==> src/rtl/demo_magic_monitor.sv <==
// demo_magic_monitor: watches a free-running 20-bit demo counter, reports each
// arrival at one of four magic values and each FFFFF->0 wrap as an event in a
// small FIFO, tracks the expected M0..M3,wrap ordering with an FSM, counts laps
// (saturating) and raises sticky flags for ordering errors and FIFO overflow.
`timescale 1ns/1ps

module demo_magic_monitor #(
  parameter int FIFO_DEPTH = 4
) (
  input  logic        clock,
  input  logic        reset,
  input  logic [19:0] counter,
  output logic        evt_valid,
  input  logic        evt_ready,
  output logic [2:0]  evt_id,
  output logic [7:0]  evt_lap,
  output logic [7:0]  lap_count,
  output logic        seq_error,
  output logic        evt_overflow
);

  localparam int DATA_W = 20;
  localparam int AW     = (FIFO_DEPTH > 1) ? $clog2(FIFO_DEPTH) : 1;
  localparam int CW     = AW + 1;
  localparam int EW     = 11;  // {id[2:0], lap[7:0]}

  localparam logic [DATA_W-1:0] M0      = 20'd123456;
  localparam logic [DATA_W-1:0] M1      = 20'd234567;
  localparam logic [DATA_W-1:0] M2      = 20'd345678;
  localparam logic [DATA_W-1:0] M3      = 20'd456789;
  localparam logic [DATA_W-1:0] TOP_VAL = 20'hFFFFF;
  localparam logic [DATA_W-1:0] ZERO    = 20'h00000;

  localparam logic [2:0] ID_WRAP = 3'd4;

  typedef enum logic [2:0] {
    WAIT_M0   = 3'd0,
    WAIT_M1   = 3'd1,
    WAIT_M2   = 3'd2,
    WAIT_M3   = 3'd3,
    WAIT_WRAP = 3'd4
  } state_t;

  // Saturating lap increment: stays at 255 once reached.
  function automatic logic [7:0] sat_inc8(input logic [7:0] v);
    sat_inc8 = (v == 8'hFF) ? v : v + 8'd1;
  endfunction

  // ---- stage p0: current counter sample vs. previous sample ----
  logic [DATA_W-1:0] prev;
  logic              prev_valid;
  logic [3:0]        hit;
  logic              wrap;
  logic              push;
  logic [2:0]        push_id;
  logic [EW-1:0]     push_data;

  // Previous counter sample; pure data, so no reset.
  always_ff @(posedge clock) begin
    prev <= counter;
  end

  // prev becomes meaningful one cycle after reset releases.
  always_ff @(posedge clock) begin
    if (reset) prev_valid <= 1'b0;
    else       prev_valid <= 1'b1;
  end

  // Edge-style detection: a magic hit only on arrival, a wrap only on FFFFF->0.
  always_comb begin
    hit[0] = prev_valid && (counter == M0) && (prev != M0);
    hit[1] = prev_valid && (counter == M1) && (prev != M1);
    hit[2] = prev_valid && (counter == M2) && (prev != M2);
    hit[3] = prev_valid && (counter == M3) && (prev != M3);
    wrap   = prev_valid && (prev == TOP_VAL) && (counter == ZERO);
  end

  // Encode the (single) event of this cycle; hits and wrap never coincide.
  always_comb begin
    push_id = 3'd0;
    if      (wrap)   push_id = ID_WRAP;
    else if (hit[3]) push_id = 3'd3;
    else if (hit[2]) push_id = 3'd2;
    else if (hit[1]) push_id = 3'd1;
    else             push_id = 3'd0;
    push      = (|hit) || wrap;
    push_data = {push_id, lap_count};
  end

  // ---- sequence FSM ----
  state_t state;
  state_t state_nxt;
  logic   seq_bad;

  // State register.
  always_ff @(posedge clock) begin
    if (reset) state <= WAIT_M0;
    else       state <= state_nxt;
  end

  // Advance only on the expected event; anything else leaves the state alone.
  always_comb begin
    state_nxt = state;
    case (state)
      WAIT_M0:   if (hit[0]) state_nxt = WAIT_M1;
      WAIT_M1:   if (hit[1]) state_nxt = WAIT_M2;
      WAIT_M2:   if (hit[2]) state_nxt = WAIT_M3;
      WAIT_M3:   if (hit[3]) state_nxt = WAIT_WRAP;
      WAIT_WRAP: if (wrap)   state_nxt = WAIT_M0;
      default:   state_nxt = WAIT_M0;
    endcase
  end

  // Flag any event that is not the one the current state is waiting for.
  always_comb begin
    seq_bad = 1'b0;
    case (state)
      WAIT_M0:   seq_bad = hit[1] || hit[2] || hit[3] || wrap;
      WAIT_M1:   seq_bad = hit[0] || hit[2] || hit[3] || wrap;
      WAIT_M2:   seq_bad = hit[0] || hit[1] || hit[3] || wrap;
      WAIT_M3:   seq_bad = hit[0] || hit[1] || hit[2] || wrap;
      WAIT_WRAP: seq_bad = |hit;
      default:   seq_bad = 1'b0;
    endcase
  end

  // Lap counter counts every wrap, in order or not.
  always_ff @(posedge clock) begin
    if (reset)     lap_count <= 8'd0;
    else if (wrap) lap_count <= sat_inc8(lap_count);
  end

  // Sticky ordering-error flag.
  always_ff @(posedge clock) begin
    if (reset)        seq_error <= 1'b0;
    else if (seq_bad) seq_error <= 1'b1;
  end

  // ---- stage p1: event FIFO ----
  logic [EW-1:0] mem [FIFO_DEPTH];
  logic [AW-1:0] wr_ptr;
  logic [AW-1:0] rd_ptr;
  logic [CW-1:0] count;
  logic          full;
  logic          pop;
  logic          push_ok;
  logic [EW-1:0] head;

  always_comb begin
    full    = (count == CW'(FIFO_DEPTH));
    pop     = evt_valid && evt_ready;
    push_ok = push && (!full || pop);
  end

  // Storage array; contents only matter between the pointers, so no reset.
  always_ff @(posedge clock) begin
    if (push_ok) mem[wr_ptr] <= push_data;
  end

  // Pointer and occupancy bookkeeping.
  always_ff @(posedge clock) begin
    if (reset) begin
      wr_ptr <= '0;
      rd_ptr <= '0;
      count  <= '0;
    end else begin
      if (push_ok) wr_ptr <= wr_ptr + AW'(1);
      if (pop)     rd_ptr <= rd_ptr + AW'(1);
      case ({push_ok, pop})
        2'b10:   count <= count + CW'(1);
        2'b01:   count <= count - CW'(1);
        default: count <= count;
      endcase
    end
  end

  // Sticky overflow flag: an event arrived with no room and no pop to make room.
  always_ff @(posedge clock) begin
    if (reset)                       evt_overflow <= 1'b0;
    else if (push && full && !pop)   evt_overflow <= 1'b1;
  end

  // Head presentation; zeroed while empty so reset shows id/lap of 0.
  always_comb begin
    evt_valid = (count != '0);
    head      = mem[rd_ptr];
    evt_id    = evt_valid ? head[EW-1:8] : 3'd0;
    evt_lap   = evt_valid ? head[7:0]    : 8'd0;
  end

endmodule

==> config.mk <==
export PLATFORM = sky130hd
export DESIGN_NAME = demo_magic_monitor
export DESIGN_NICKNAME = d
export VERILOG_FILES = /design/src/rtl/demo_magic_monitor.sv
export SDC_FILE = /design/constraint.sdc
export NUM_CORES = 1
export LEC_CHECK = 0
export CAP_MARGIN = 20
export CELL_PAD_IN_SITES_DETAIL_PLACEMENT = 1
export CELL_PAD_IN_SITES_GLOBAL_PLACEMENT = 1
export CORE_ASPECT_RATIO = 1.25
export CORE_UTILIZATION = 47
export CTS_BUF_LIST = sky130_fd_sc_hd__clkbuf_8
export DETAILED_ROUTE_END_ITERATION = 16
export PLACE_DENSITY_LB_ADDON = 0.3
export SLEW_MARGIN = 15
export SYNTH_ARGS = -nofsm -noshare
export SYNTH_HDL_FRONTEND = slang
export SYNTH_SLANG_ARGS = --single-unit
==> constraint.sdc <==
create_clock -name clock -period 3.7 [get_ports clock]
set_input_delay 0.37 -clock clock [delete_from_list [all_inputs] [get_ports clock]]
set_output_delay 0.37 -clock clock [all_outputs]
set_load 0.05 [all_outputs]
### Yosys cells after proc, flatten, opt, wreduce, memory -nomap -nowiden

Memory sizes are Yosys's and may differ from the RTL's. A register that Yosys moved wholly into a read port is not among the register bits.
Cells that the tools add are included.

* bits of input ports: 23
* memories kept: 1
* bits in writable memories: 44
* logic and storage cells: 93
* bits in registers: 41

* mux-type cells: 19
* reduce and logical (&&, ||, !) cells: 36
* bitwise operators: 1
* add/subtract/negate cells: 5
* eq/ne operators: 22

Memory list
* mem: words 4, width 11, rd ports 1, clocked after memory_dff 1, write ports 1, RTL line 140 `logic [EW-1:0] mem [FIFO_DEPTH];`

Operators with widths (count)
* 20-bit by 19-bit == test with 1-bit output (second input constant): 2
* 20-bit by 19-bit inequality test with 1-bit output (second input constant): 2
* 3-bit two-way mux: 7
* 20-bit by 17-bit == test with 1-bit output (second input constant): 1
* 20-bit by 18-bit == test with 1-bit output (second input constant): 1
* 20-bit == test (second input constant): 1
* 20-bit logical NOT: 1
* 20-bit by 17-bit inequality test with 1-bit output (second input constant): 1
* 20-bit by 18-bit inequality test with 1-bit output (second input constant): 1
* 3-bit one-hot mux with 5 select lines: 1
* 1-bit logical AND: 14
* 1-bit logical OR: 13
* 2-bit inequality test (second input constant): 5
* 8-bit by 1-bit adder with 8-bit output (second input constant): 1
* 8-bit == test (second input constant): 1
* 2-bit two-way mux: 4
* 8-bit two-way mux: 1
* 3-bit by 2-bit == test with 1-bit output (second input constant): 2
* 3-bit == test (second input constant): 2
* 3-bit one-hot mux with 2 select lines: 1
* 1-bit one-hot mux with 5 select lines: 1
* 5-bit AND reduction: 1
* 2-bit by 1-bit adder with 2-bit output (second input constant): 2
* 1-bit two-way mux: 4
* 12 further kinds: 13

### Longest topological paths before layout

Gate-level depths: netlist of run 1.

* depth in word-level cells: 8
* gate-level depth with buffers: 12
* gate-level depth less buffers: 12

### Worst setup path before layout of run 1

No wires, ideal clock.

* kind: register to register
* from: register prev[5]
* to: register count[2]
* period minus slack after synthesis: 2.879 ns
* arrival: 2.808 ns
* path slack: 0.821 ns
* data required time: 3.630 ns
* stages on the path, launching flop included: 13
* cell sequence: dfxtp_1 or3_1 nor4_1 a311oi_1 nor2_1 a31oi_1 inv_1 ha_1 inv_1 fa_1 xor2_1 or3_1 a21oi_1

* word-level cells in the longest chain between the ends: 7
* elaborated cells on any way between the ends: 18

RTL lines
* from (decl): RTL line 50 `logic [DATA_W-1:0] prev;`
* from (signal assigned): RTL line 60 `prev <= counter;`
* 20-bit by 17-bit inequality test with 1-bit output, or another cell as far along: RTL line 71 `hit[0] = prev_valid && (counter == M0) && (prev != M0);`
* 1-bit logical AND (on tied branches)
* 4-bit OR reduction or 1-bit logical AND (tied branches): RTL line 86, 75
* 1-bit logical OR *: RTL line 86 `push = (|hit) || wrap;`
* 1-bit logical AND *: RTL line 152 `push_ok = push && (!full || pop);`
* 2-bit by 1-bit == test with 1-bit output or 2-bit == test (tied branches): RTL line 169 `case ({push_ok, pop})`
* 3-bit one-hot mux with 2 select lines or 2-bit nonzero test (tied branches)
* to (signal assigned): RTL line 170 `2'b10: count <= count + CW'(1);`
* to (signal assigned): RTL line 171 `2'b01: count <= count - CW'(1);`
* to (signal assigned): RTL line 172 `default: count <= count;`
* to (decl): RTL line 143 `logic [CW-1:0] count;`

Mark *: on every way between the ends. The rest lies on a longest branch, timed or not.
A chain may end at the register's enable or synchronous reset.

### Worst setup path in the final report of run 1

* from: register prev[0]
* to: register count[2]

Same word-level chain as after synthesis.

==> impl_metrics.json, run 1 <==
{
  "status": "finished clean",
  "slew_viol_final": 0,
  "synth_edf_count": 44,
  "synthCells": 312,
  "multi_input_area_mm2": 0.001575,
  "dr.pass1.iters": 5,
  "layout_common_cells": "clkdlybuf4s50_1, edfxtp_1, dfxtp_1, nor2_1, and2_1",
  "ios": 45,
  "yosysWarnings": 0,
  "via_per_inst": 6.019,
  "wl_per_cell_um": 20.53,
  "seq_area_mm2": 0.002182,
  "worst-path-buf-inv": 2,
  "arrival_ns": 3.59,
  "setup-tns-final_ns": 0,
  "fin_nets": 406,
  "synth_area_per_cell_um2": 12.24,
  "rows": 36,
  "hp-start": "evt_overflow$_SDFFE_PP0P_",
  "dieArea_mm2": 0.008489,
  "vdd_drop_max_mv": 0.2544,
  "finalSetupViolations": 0,
  "hold_class": "register to register",
  "drv_cap": 0,
  "n_fill_cell": 815,
  "setup_ws_ns": 0.3775,
  "drc": 0,
  "rsz0062_at_grt": "false",
  "yosysUniqueCellTypes": 52,
  "max_slew_margin_pct": 43.07,
  "start_util_pct": 48.71,
  "vias": 2865,
  "cts.sinks": 87,
  "netlist_area_mm2": 0.003817,
  "hold_buffers": 0,
  "ys.flop_type": "edfxtp_1",
  "core_mm2": 0.007838,
  "fin_worst_skew_ns": 0.006440,
  "worst_setup_path_end_kind": "register",
  "cts_buffer_depth": 2,
  "die_height_um": 102.8,
  "tritoncts": "yes",
  "p_leak_uw": 0.001576,
  "hpwl_mm": 7.240,
  "ys_ff_latch": 87,
  "grt_pass1_vias": 2868,
  "required_ns": 3.97,
  "cts_resized": 0,
  "fp.dieW_um": 82.61,
  "ant_nets": 0,
  "syn_to_final_growth_pct": 21.96,
  "r2r_setup_slack_ns": 0.38,
  "r2r-start": "prev[0]$_DFF_P_",
  "cp-startpoint": "prev[0]$_DFF_P_",
  "synth-seq-area-share_pct": 57.16,
  "grt_antenna_before_repair": 0,
  "pwr_density_cell_mw_per_mm2": 373.6,
  "postCtsSetupRepairBufs": 0,
  "wl_mm": 9.772,
  "finalHoldViolCount": 0,
  "synth_fp_nets": 342,
  "cp_cell_sequence": "or4b_2 -> nor2_1 -> nand4_1 -> a21oi_1 -> a31oi_1 -> inv_1 -> ha_1 -> inv_1 -> fa_1 -> xor2_1 -> or3_1 -> a21oi_1",
  "clockRootBuffer": "clkbuf_8",
  "portBuffers": 44,
  "clk_latency_ns": 0.36,
  "period_needed_ns": 3.322,
  "async_flop_share_pct": 0,
  "drive_above_1_share_pct": 13.91,
  "grt_max_degree": 22,
  "fmax_mhz": 301.0,
  "path_delay_family": "simple AND/OR/NAND/NOR gates",
  "place.gp.congestion": 0.9524,
  "drtIter0Drc": 80,
  "start_kind": "register",
  "grt_pass1_wl_mm": 14.97,
  "critPathKind": "register to register",
  "clk_pin_slew_worst_paths_ns": 0.08,
  "cts_max_level": 3,
  "cts_buffers": 9,
  "tightest_slew_ns": 0.8512,
  "worst_path_max_delay_cell": "or4b_2",
  "groute.usage.overall_pct": 24.86,
  "path_max_fanout": 5,
  "max_stage_delay_ns": 0.72,
  "dp_slack_ns": 0.06915,
  "overflow": 0,
  "min_period_over_period_pct": 89.80,
  "antenna_cells": 0
}
## cell usage after synthesis (4+ instances only)
| library cell | instances | area [um^2] |
|---|---|---|
| nand2_1 | 10 | 37.54 |
| mux4_2 | 11 | 247.7 |
| nor2b_1 | 4 | 25.02 |
| clkbuf_1 | 5 | 18.77 |
| or3_1 | 6 | 37.54 |
| nand3_1 | 10 | 50.05 |
| a21oi_1 | 8 | 40.04 |
| inv_1 | 10 | 37.54 |
| nor2_1 | 33 | 123.9 |
| nor4bb_1 | 4 | 40.04 |
| dfxtp_1 | 43 | 860.8 |
| mux2i_1 | 4 | 40.04 |
| or4_1 | 4 | 30.03 |
| o21ai_0 | 4 | 20.02 |
| nor3_1 | 10 | 50.05 |
| ha_1 | 6 | 75.07 |
| nor4_1 | 4 | 25.02 |
| nand4_1 | 15 | 93.84 |
| and2_1 | 18 | 112.6 |
| xor2_1 | 6 | 52.55 |
| nand4b_1 | 7 | 61.31 |
| edfxtp_1 | 44 | 1321 |
## cells by family (layout without fill, tap and decap cells)
kind of cell | after synthesis | count (layout) | share of synthesized area [%]
AO/OA/AOI/OAI | 28 | 28 | 5.441
buffers and inverters | 16 | 85 | 1.573
XOR/XNOR | 8 | 8 | 1.836
multiplexers | 16 | 16 | 7.834
adder cells (fa/ha/maj) | 7 | 7 | 2.491
AND/OR/NAND/NOR | 150 | 150 | 23.66
flip-flops | 87 | 87 | 57.16
## per-stage QoR
stage | hold slack, ns | instances | instance area, um^2 | total power, uW | utilization (%)
finish | 0.4766 | 476 | 4656 | 1739 | 59.40
global route | 0.5010 | 476 | 4656 | 1792 | 59.40
CTS | 0.4823 | 476 | 4656 | 1751 | 59.40
detailed placement | 0.4626 | 460 | 4467 | 1119 | 56.99
global placement | 0.4500 | 460 | 4467 | 1117 | 56.99
floorplan | 0.3977 | 312 | 3817 | 1065 | -
## path summary, 6_finish.rpt
path                          endpoint  cells after the start
max reg2reg      count[2]$_SDFFE_PP0P_                     12
min reg2reg  evt_overflow$_SDFFE_PP0P_                      1
max              count[2]$_SDFFE_PP0P_                     12
min          evt_overflow$_SDFFE_PP0P_                      1
## area by class of cell
type	count	area share [%]
flip-flops and latches	87	46.87
multi-input cells	209	33.83
repair buffers	59	11.88
clock buffers	9	2.661
well taps	95	2.553
clock inverters	7	1.397
inverters	10	0.8062
## power breakdown
group,internal [uW],leakage (uW),switching (uW)
clock,309,0.000102,333
sequential,1010,0.000814,10.9
combinational,36.6,0.000660,36.5
## sequential cells by signal, indices dropped and copies added (netlist names), 2 cells and up, named ones only
name,count
count,3
lap_count,8
mem,44
prev,20
rd_ptr,2
state,3
wr_ptr,2
## metal layers
metal	GRT usage, %	share of wire [%]	up-vias
li1	-	-	1318
met1	27.25	39	1431
met2	45.52	54	94
met3	3.451	3.8	22
met4	13.53	3.4	0
met5	0	0	-
Power figures use the tool's default switching activity.
==> run 2, diff against run 1 <==
- CORE_MARGIN: default -> 4
- SETUP_SLACK_MARGIN: default -> 0.4
- SLEW_MARGIN: 15 -> default
==> run 2 against run 1 <==
Compared with the run above:
- global-route usage fell by 2.2 points
- highest routed layer unchanged
- core utilization increased by 0.27 points
- maximum frequency up 4.0%
- sequential power is essentially flat
- critical path depth up 2
- final area increased by 0.46%
- first-iteration DRC count grew 96%
==> impl_metrics.json, run 2 (synthesis results as in run 1) <==
{
  "worst-path-buf-inv": 4,
  "clk_pin_slew_worst_paths_ns": 0.09,
  "die_height_um": 108.8,
  "period_needed_ns": 3.195,
  "portBuffers": 44,
  "dieArea_mm2": 0.009637,
  "ant_nets": 0,
  "dr.pass1.iters": 4,
  "p_leak_uw": 0.001570,
  "route.met2.wl_mm": 5.507,
  "cts_buffer_depth": 2,
  "start_kind": "primary input",
  "overflow": 0,
  "power.total_uw": 1713,
  "tightest_slew_ns": 0.8321,
  "vdd_drop_max_mv": 0.2512,
  "fin_hold_ws_ns": 0.4761,
  "groute.usage.overall_pct": 22.64,
  "top_layer_used": "met4",
  "cts_buffers": 9,
  "cts.sinks": 87,
  "max_slew_margin_pct": 44.36,
  "largest_registers": "mem: 44 flops, prev: 20 flops, lap_count: 8 flops",
  "top_register": "mem",
  "min_period_over_period_pct": 86.35,
  "dpl_cell_area_mm2": 0.004459,
  "critPathKind": "primary input to register",
  "vias": 2836,
  "fmax_mhz": 313.0,
  "n_fill_cell": 839,
  "hpwl_mm": 7.408,
  "start_util_pct": 48.71,
  "met1Wirelength_mm": 3.768,
  "syn_to_final_growth_pct": 22.52,
  "drc": 0,
  "fin_util_pct": 59.67,
  "path_max_fanout": 5,
  "slew_viol_final": 0,
  "grt_max_degree": 22,
  "r2r-start": "prev[9]$_DFF_P_",
  "place.gp.congestion": 0.9726,
  "grt_antenna_before_repair": 0,
  "wl_mm": 9.944,
  "finalHoldViolCount": 0,
  "antenna_cells": 0,
  "finalSetupViolations": 0,
  "timing.critical_path.mode_cell": "inv_1",
  "ff2ff_path_depth": 12,
  "hold_depth": 1,
  "tritoncts": "yes",
  "path_delay_family": "buffers and inverters",
  "largest_reg_flops": 44,
  "clockRootBuffer": "clkbuf_8",
  "arrival_ns": 3.48,
  "status": "finished clean",
  "hold_buffers": 0,
  "hold_class": "register to register",
  "via_per_inst": 5.971,
  "clk_latency_ns": 0.37,
  "final_area_mm2": 0.004677,
  "layout_common_cells": "clkdlybuf4s50_1, edfxtp_1, dfxtp_1, nor2_1, and2_1",
  "r2r_setup_slack_ns": 0.57,
  "worst_setup_path_end_kind": "register",
  "wl_met3_um": 358,
  "grt_pass1_vias": 3152,
  "wl_per_cell_um": 20.93,
  "required_ns": 3.99,
  "rows": 36,
  "pwr_density_cell_mw_per_mm2": 366.2,
  "grt_pass1_wl_mm": 16.08,
  "cts_max_level": 3,
  "fin_worst_skew_ns": 0.008920,
  "fin_nets": 405,
  "r2r-end": "count[2]$_SDFFE_PP0P_",
  "drive_above_1_share_pct": 16.32,
  "drv_cap": 0,
  "cp_cell_sequence": "clkdlybuf4s50_1 -> nor4bb_2 -> buf_4 -> nand3_1 -> a311oi_2 -> a21oi_2 -> a31oi_2 -> inv_1 -> ha_1 -> inv_1 -> fa_1 -> xor2_1 -> or3_1 -> a21oi_1",
  "fp.dieW_um": 88.61,
  "core_mm2": 0.007838,
  "ios": 45,
  "drtIter0Drc": 157,
  "setup-tns-final_ns": 0,
  "max_stage_delay_ns": 0.62,
  "worst_path_max_delay_cell": "clkdlybuf4s50_1",
  "rsz0062_at_grt": "false",
  "hp-start": "evt_overflow$_SDFFE_PP0P_",
  "min_to": "evt_overflow$_SDFFE_PP0P_"
}
## run 2: worst register-to-register path, stage by stage, from the launching register on
cell     delay, ns
dfxtp_1       0.41
or4b_2        0.64
nor2_2        0.19
nand4_1       0.14
a21oi_2       0.18
a31oi_2       0.14
inv_1         0.08
ha_1          0.18
inv_1         0.07
fa_1          0.39
xor2_1        0.17
or3_1         0.33
a21oi_1       0.14
## run 2: repair_timing
action / CTS / global route
gates resized for setup: 0 / 8
buffers inserted: 0 / 0
endpoints found under the setup margin: 0 / 2
## run 2: through the flow
| step | setup WS, ns | cells |
|---|---|---|
| after floorplan | 0.8213 | 312 |
| after global placement | 0.2667 | 459 |
| after detailed placement | 0.09643 | 459 |
| after CTS | 0.4602 | 475 |
| after global routing | 0.3661 | 475 |
| final | 0.5049 | 475 |
## run 2: worst max-delay path by stage
stage / startpoint / to / cells past startpoint
2_1_floorplan: prev[5]$_DFF_P_ / count[2]$_SDFFE_PP0P_ / 12
3_3_place_gp: counter[6] / count[2]$_SDFFE_PP0P_ / 14
3_5_place_dp: counter[6] / count[2]$_SDFFE_PP0P_ / 14
4_1_cts: prev[0]$_DFF_P_ / count[2]$_SDFFE_PP0P_ / 12
5_1_grt: counter[6] / count[2]$_SDFFE_PP0P_ / 14
6_report: counter[6] / count[2]$_SDFFE_PP0P_ / 14
## run 2: layout make-up
cell class	instances	area (um^2)	share of cell area, %
inverter	10	37.54	0.8026
multi-input combinational	209	1614	34.51
timing repair buffer	58	545.5	11.66
clock inverter	6	41.29	0.8828
tap	95	118.9	2.541
sequential	87	2182	46.66
clock buffer	10	137.6	2.943
## run 2: metal layers
metal,up-vias,global-route usage [%]
li1,1322,-
met3,25,4.989
met5,-,0
met4,0,10.04
met1,1408,24.57
met2,81,41.39
## run 2: where the power goes
part | internal [uW] | total (uW) | switching, uW
Clock | 265 | 614 | 350
Combinational | 36.3 | 73.7 | 37.4
Sequential | 1010 | 1020 | 11.0
